[config.mk]
export PLATFORM = sky130hd
export DESIGN_NAME = morse_char_scheduler
export DESIGN_NICKNAME = d
export VERILOG_FILES = /design/src/rtl/morse_sched_pkg.sv /design/src/rtl/morse_char_fifo.sv /design/src/rtl/morse_char_scheduler.sv
export SDC_FILE = /design/constraint.sdc
export NUM_CORES = 1
export LEC_CHECK = 0
export ABC_AREA = 1
export CAP_MARGIN = 10
export CORE_MARGIN = 4
export CORE_UTILIZATION = 62
export CTS_CLUSTER_DIAMETER = 30
export DETAILED_ROUTE_END_ITERATION = 10
export PLACE_DENSITY_LB_ADDON = 0.25
export SYNTH_ARGS = -nofsm -noshare
export SYNTH_HDL_FRONTEND = slang
export SYNTH_SLANG_ARGS = --single-unit
[constraint.sdc]
create_clock -name clk -period 3.5 [get_ports clk]
set_input_delay 0.525 -clock clk [delete_from_list [all_inputs] [get_ports clk]]
set_output_delay 0.525 -clock clk [all_outputs]
set_load 0.02 [all_outputs]
[src/rtl/morse_sched_pkg.sv]
// Shared types and scancode constants for the Morse character scheduler.
package morse_sched_pkg;

    typedef enum logic [2:0] {
        StIdle,
        StDispatch,
        StWaitAck,
        StWaitDone,
        StGap
    } sched_state_e;

    localparam logic [7:0] PS2_BREAK = 8'hF0;
    localparam logic [7:0] PS2_EXT   = 8'hE0;

    // Controller replies and error codes that never reach the encoder.
    function automatic logic is_discard(input logic [7:0] code);
        logic hit;
        hit = 1'b0;
        case (code)
            8'h00, 8'hAA, 8'hFA, 8'hFE, 8'hFF: hit = 1'b1;
            default:                           hit = 1'b0;
        endcase
        return hit;
    endfunction

endpackage

[src/rtl/morse_char_fifo.sv]
// Synchronous FIFO with occupancy count; a pop on the same cycle lets a push into a full FIFO through.
module morse_char_fifo #(
    parameter int unsigned DEPTH = 8,
    parameter int unsigned WIDTH = 8
) (
    input  logic                     clk,
    input  logic                     rst,
    input  logic                     push,
    input  logic [WIDTH-1:0]         wdata,
    input  logic                     pop,
    output logic [WIDTH-1:0]         rdata,
    output logic [$clog2(DEPTH):0]   count,
    output logic                     full,
    output logic                     empty
);

    localparam int unsigned PtrW = $clog2(DEPTH);
    localparam int unsigned CntW = PtrW + 1;

    logic [WIDTH-1:0] mem [DEPTH];
    logic [PtrW-1:0]  wr_ptr_q, wr_ptr_d;
    logic [PtrW-1:0]  rd_ptr_q, rd_ptr_d;
    logic [CntW-1:0]  count_q, count_d;
    logic             do_push, do_pop;

    assign full    = (count_q == CntW'(DEPTH));
    assign empty   = (count_q == '0);
    assign do_pop  = pop && !empty;
    assign do_push = push && (!full || do_pop);
    assign rdata   = mem[rd_ptr_q];
    assign count   = count_q;

    always_comb begin
        wr_ptr_d = wr_ptr_q;
        rd_ptr_d = rd_ptr_q;
        count_d  = count_q;
        // DEPTH is a power of two, so the pointers wrap naturally.
        if (do_push) wr_ptr_d = wr_ptr_q + 1'b1;
        if (do_pop)  rd_ptr_d = rd_ptr_q + 1'b1;
        case ({do_push, do_pop})
            2'b10:   count_d = count_q + 1'b1;
            2'b01:   count_d = count_q - 1'b1;
            default: count_d = count_q;
        endcase
    end

    always_ff @(posedge clk or posedge rst) begin
        if (rst) begin
            wr_ptr_q <= '0;
            rd_ptr_q <= '0;
            count_q  <= '0;
        end else begin
            wr_ptr_q <= wr_ptr_d;
            rd_ptr_q <= rd_ptr_d;
            count_q  <= count_d;
        end
    end

    always_ff @(posedge clk) begin
        if (do_push) mem[wr_ptr_q] <= wdata;
    end

endmodule

[src/rtl/morse_char_scheduler.sv]
// Filters PS/2 scancodes to make codes, queues them and hands one character at a time
// to the Morse encoder, leaving a programmable gap after each one.
module morse_char_scheduler
    import morse_sched_pkg::*;
#(
    parameter int unsigned DEPTH       = 8,
    parameter int unsigned GAP_CYCLES  = 16,
    parameter int unsigned ACK_TIMEOUT = 64
) (
    input  logic                   clk,
    input  logic                   rst,
    input  logic [7:0]             ps2_received_data,
    input  logic                   ps2_received_data_strb,
    input  logic                   encoder_busy,
    output logic [7:0]             char_data,
    output logic                   char_strb,
    output logic [$clog2(DEPTH):0] fifo_count,
    output logic                   overflow
);

    localparam int unsigned AckW = $clog2(ACK_TIMEOUT + 1);
    localparam int unsigned GapW = $clog2(GAP_CYCLES + 1);

    sched_state_e    state_q, state_d;
    logic            brk_pend_q, brk_pend_d;
    logic            ext_pend_q, ext_pend_d;
    logic            overflow_q, overflow_d;
    logic [7:0]      char_data_q, char_data_d;
    logic            char_strb_q, char_strb_d;
    logic [AckW-1:0] ack_cnt_q, ack_cnt_d;
    logic [GapW-1:0] gap_cnt_q, gap_cnt_d;
    logic            push, pop;
    logic [7:0]      fifo_rdata;
    logic            fifo_full, fifo_empty;

    // Prefix bytes arm a one-shot discard of the following non-prefix byte.
    always_comb begin
        brk_pend_d = brk_pend_q;
        ext_pend_d = ext_pend_q;
        push       = 1'b0;
        if (ps2_received_data_strb) begin
            if (ps2_received_data == PS2_BREAK) begin
                brk_pend_d = 1'b1;
            end else if (ps2_received_data == PS2_EXT) begin
                ext_pend_d = 1'b1;
            end else if (brk_pend_q || ext_pend_q) begin
                brk_pend_d = 1'b0;
                ext_pend_d = 1'b0;
            end else if (!is_discard(ps2_received_data)) begin
                push = 1'b1;
            end
        end
    end

    assign overflow_d = overflow_q | (push & fifo_full & ~pop);

    morse_char_fifo #(
        .DEPTH (DEPTH),
        .WIDTH (8)
    ) u_fifo (
        .clk   (clk),
        .rst   (rst),
        .push  (push),
        .wdata (ps2_received_data),
        .pop   (pop),
        .rdata (fifo_rdata),
        .count (fifo_count),
        .full  (fifo_full),
        .empty (fifo_empty)
    );

    always_comb begin
        state_d     = state_q;
        char_data_d = char_data_q;
        ack_cnt_d   = ack_cnt_q;
        gap_cnt_d   = gap_cnt_q;
        pop         = 1'b0;
        unique case (state_q)
            StIdle: begin
                // Head is latched on entry so it is stable for the whole strobe cycle.
                if (!fifo_empty) begin
                    state_d     = StDispatch;
                    char_data_d = fifo_rdata;
                end
            end
            StDispatch: begin
                pop       = 1'b1;
                ack_cnt_d = '0;
                state_d   = StWaitAck;
            end
            StWaitAck: begin
                if (encoder_busy) begin
                    state_d = StWaitDone;
                end else if (ack_cnt_q == AckW'(ACK_TIMEOUT - 1)) begin
                    state_d   = StGap;
                    gap_cnt_d = '0;
                end else begin
                    ack_cnt_d = ack_cnt_q + 1'b1;
                end
            end
            StWaitDone: begin
                if (!encoder_busy) begin
                    state_d   = StGap;
                    gap_cnt_d = '0;
                end
            end
            StGap: begin
                if (gap_cnt_q == GapW'(GAP_CYCLES - 1)) begin
                    state_d = StIdle;
                end else begin
                    gap_cnt_d = gap_cnt_q + 1'b1;
                end
            end
            default: state_d = StIdle;
        endcase
        char_strb_d = (state_d == StDispatch);
    end

    always_ff @(posedge clk or posedge rst) begin
        if (rst) begin
            state_q     <= StIdle;
            brk_pend_q  <= 1'b0;
            ext_pend_q  <= 1'b0;
            overflow_q  <= 1'b0;
            char_data_q <= 8'h00;
            char_strb_q <= 1'b0;
            ack_cnt_q   <= '0;
            gap_cnt_q   <= '0;
        end else begin
            state_q     <= state_d;
            brk_pend_q  <= brk_pend_d;
            ext_pend_q  <= ext_pend_d;
            overflow_q  <= overflow_d;
            char_data_q <= char_data_d;
            char_strb_q <= char_strb_d;
            ack_cnt_q   <= ack_cnt_d;
            gap_cnt_q   <= gap_cnt_d;
        end
    end

    assign char_data = char_data_q;
    assign char_strb = char_strb_q;
    assign overflow  = overflow_q;

endmodule

==> run_results.csv <==
group,metric,value,unit
outcome,status,"completed",
finish,share_of_layout_cells_above_drive_strength_1,11.06,%
flow_run,maxCapViolCount,0,
drt,dr_total_vias,3066,
die,rows,30,
drt,highest-signal-layer,"met4",
die,pin_count,26,
drt,drt_first_pass_iters,6,
sta,maxClockFrequency,0.3501,GHz
yosys,syn_area_per_cell,10.71,sq um
worst_hold_path,hold_class,"reg2reg",
yosys,synth_area_leader_cell,"sky130_fd_sc_hd__edfxtp_1",
global_routing,global_route.usage.total,22.64,%
yosys,yosys_register_bits,101,
clock_network,cts_root_buf,"sky130_fd_sc_hd__clkbuf_8",
placed_design,placement.io_buffers,25,
yosys,post_synth_num_cell_types,34,
global_routing,overflow,0,
clock_network,cts_resized,0,
yosys,yosysTopAreaCellShare,43.77,%
yosys,net_count_synth,430,
clock_network,hold_buffers,0,
global_routing,grt_pass1_wl,14550,um
sta,finalMaxSlewViolations,0,
drt,antenna_left,0,
setup_path,worst-r2r-cell-count,15,
pwr,leakage,1.967,nW
setup_path,critPathRequiredTime,3770,ps
sta,tightestPinTransition,977.2,ps
clock_network,cts-root-to-sink-buffers,2,
sta,final.min_clock_period,2856,ps
yosys,synth_seq_area_share,64.86,%
pwr,worst_ir_drop_vdd,0.3654,mV
sta,fin_worst_hold_slack,487.6,ps
sta,post-route-period-util,81.60,%
placed_design,placedCellCount,532,
yosys,yosys-top-cells-area,"sky130_fd_sc_hd__edfxtp_1 44%, sky130_fd_sc_hd__dfrtp_1 21%, sky130_fd_sc_hd__o21ai_0 5.7%, sky130_fd_sc_hd__nand2_1 5.1%, sky130_fd_sc_hd__nor2_1 5.1%",
die,die_y,92.15,um
sta,setup_total_negative_slack,0,ps
drt,drt_first_iter_violations,235,
drt,detail_route.wirelength.met1,3856,um
clock_network,postCtsSetupBuffers,0,
pwr,power-per-cell-area,767.0,nW/um^2
global_routing,maximum_number_of_pins_on_one_net_before_global_route_repair,38,
yosys,synth_async_sr_flop_share,36.63,%
setup_path,timing_worst_setup_path_type,"in2reg",
drt,totalWireLength,8933,um
clock_network,cts_sinks,101,
worst_hold_path,min_delay_path_depth,2,
sta,hold_violations,0,
placed_design,dp_hpwl,5842,um
clock_network,clock_network_latency_to_the_later_pin_of_the_worst_skew_pair,370,ps
setup_path,cp-start-kind,"primary input",
die,floorplan.initialDensity,64.27,%
sta,finalSetupViolCount,0,
sta,timing.max_slew.rel_slack,34.78,%
setup_path,crit_path_max_fanout,11,
drt,viasPerCell,5.595,
yosys,post_synthesis_cell_area,4390,sq um
global_routing,grt_antenna_before_repair,0,
die,dieArea,8492,sq um
clock_network,cts_htree_levels,3,
sta,worst_clock_skew,13.73,ps
yosys,ys.warnings.count,0,
finish,antenna-diode-count,0,
finish,fin_cells,548,
die,die_width,92.15,um
sta,rsz0062_at_grt,"false",
placed_design,place_congestion,0.8993,
clock_network,tritoncts_clock_tree,"yes",
setup_path,cp_data_arrival_time,3120,ps
yosys,postSynthCellCount,410,
finish,area.growth.synth_to_final,13.74,%
drt,met2_length,4243,um
yosys,number_of_enable_flip_flop_cells_after_synthesis,64,
drt,detailroute.wirelength.met3,662,um
finish,nets,467,
finish,final_core_util,73.10,%
drt,drc,0,
die,fp.coreArea,6832,sq um
yosys,synth_ff_type,"sky130_fd_sc_hd__edfxtp_1",
setup_path,critPathCaptureType,"flip-flop",
clock_network,cts_inserted_buffers,9,
drt,routedWlPerCell,16.30,um
global_routing,grt_pass1_vias,2801,
clock_network,cts.clk_slew.worst_paths,100,ps
[layout make-up]
cell class                      count  area (sq um)
Multi-Input combinational cell    260          1355
Clock inverter                      7         67.56
Fill cell                         489          1838
Tap cell                           96         120.1
Inverter                           39         146.4
Clock buffer                        9         123.9
Timing Repair Buffer               36         332.8
Sequential cell                   101          2848
[registers in the layout, indices dropped and copies added, names as in the netlist]
signal and cells:
u_fifo.count 4, ext_pend_q 1, char_data 8, char_strb 1, u_fifo.mem 64, state_q 3
u_fifo.rd_ptr_q 3, overflow 1, u_fifo.wr_ptr_q 3, brk_pend_q 1, ack_cnt_q 7, gap_cnt_q 5
[where the power goes]
group	switching (mW)	internal, mW	total [mW]
clock network	0.428	0.274	0.703
logic	0.952	0.521	1.47
registers	0.148	1.51	1.65
total	1.53	2.30	3.83
[synth_stat cells, types with 7 or more instances]
master / count
sky130_fd_sc_hd__nand2_1: 60
sky130_fd_sc_hd__xor2_1: 8
sky130_fd_sc_hd__o22ai_1: 13
sky130_fd_sc_hd__o21ai_0: 50
sky130_fd_sc_hd__nor2_1: 60
sky130_fd_sc_hd__ha_1: 7
sky130_fd_sc_hd__edfxtp_1: 64
sky130_fd_sc_hd__inv_1: 33
sky130_fd_sc_hd__nand3_1: 11
sky130_fd_sc_hd__clkbuf_1: 9
sky130_fd_sc_hd__dfrtp_1: 37
sky130_fd_sc_hd__o21ai_1: 10
[worst max-delay path, stage by stage]
cell and delay (ps):
sky130_fd_sc_hd__clkdlybuf4s50_1 710, sky130_fd_sc_hd__nand2_1 130, sky130_fd_sc_hd__nor2_1 170, sky130_fd_sc_hd__nand2_1 110, sky130_fd_sc_hd__nand2_2 110, sky130_fd_sc_hd__nor2_4 50
sky130_fd_sc_hd__nand2_2 100, sky130_fd_sc_hd__nand2_1 100, sky130_fd_sc_hd__inv_1 100, sky130_fd_sc_hd__ha_1 270, sky130_fd_sc_hd__nand2_1 80, sky130_fd_sc_hd__nor2_1 40
sky130_fd_sc_hd__a211oi_1 260, sky130_fd_sc_hd__nand2_1 120, sky130_fd_sc_hd__nand2_1 90, sky130_fd_sc_hd__nand2_1 50, sky130_fd_sc_hd__nand2_1 60, sky130_fd_sc_hd__inv_1 40
[through the flow]
stage / cell area [sq um] / power (mW) / setup WS [ps]
4_1_cts: 4994 / 3.832 / 655.8
3_3_place_gp: 4802 / 3.085 / 463.9
2_1_floorplan: 4390 / 2.642 / 1279
5_1_grt: 4994 / 4.103 / 308.2
3_5_place_dp: 4802 / 3.144 / 268.7
6_report: 4994 / 3.830 / 644.0
[cells in the final DEF (no fill, tap or decap), types with 5 or more instances in the layout]
cell and instances:
sky130_fd_sc_hd__edfxtp_1 64, sky130_fd_sc_hd__nand2_1 60, sky130_fd_sc_hd__nor2_1 60, sky130_fd_sc_hd__o21ai_0 50, sky130_fd_sc_hd__dfrtp_1 37, sky130_fd_sc_hd__inv_1 33
sky130_fd_sc_hd__clkdlybuf4s50_1 25, sky130_fd_sc_hd__o22ai_1 13, sky130_fd_sc_hd__nand3_1 11, sky130_fd_sc_hd__buf_4 11, sky130_fd_sc_hd__o21ai_1 10, sky130_fd_sc_hd__clkbuf_8 9
sky130_fd_sc_hd__xor2_1 8, sky130_fd_sc_hd__ha_1 7, sky130_fd_sc_hd__nor2_2 5, sky130_fd_sc_hd__inv_2 5, sky130_fd_sc_hd__nand2_2 5
[kinds of logic after synthesis]
family	synth area share, %
AO/OA/AOI/OAI	10.86
flip-flops	64.86
AND/OR/NAND/NOR	15.53
XOR/XNOR	1.795
multiplexers	0.2280
adder cells (fa/ha/maj)	2.451
buffers and inverters	4.275
[per-layer routing]
| metal | global-route usage [%] | vias up |
|---|---|---|
| li1 | - | 1473 |
| met1 | 32.64 | 1456 |
| met2 | 34.31 | 119 |
| met3 | 4.676 | 18 |
| met4 | 8.292 | 0 |
| met5 | 0 | - |
[path summary, 6_finish.rpt]
check                           slack, ps                 start               to
worst min-delay path                  490          char_data[5]     char_data[5]
worst max register to register       1120       u_fifo.count[0]  u_fifo.count[3]
worst max-delay path                  640  ps2_received_data[7]  u_fifo.count[3]
min in group asynchronous             570                   rst     ack_cnt_q[2]
worst min register to register        490          char_data[5]     char_data[5]
max in group asynchronous            2590                   rst        char_strb
No activity file was read; power rests on OpenSTA's default activity.
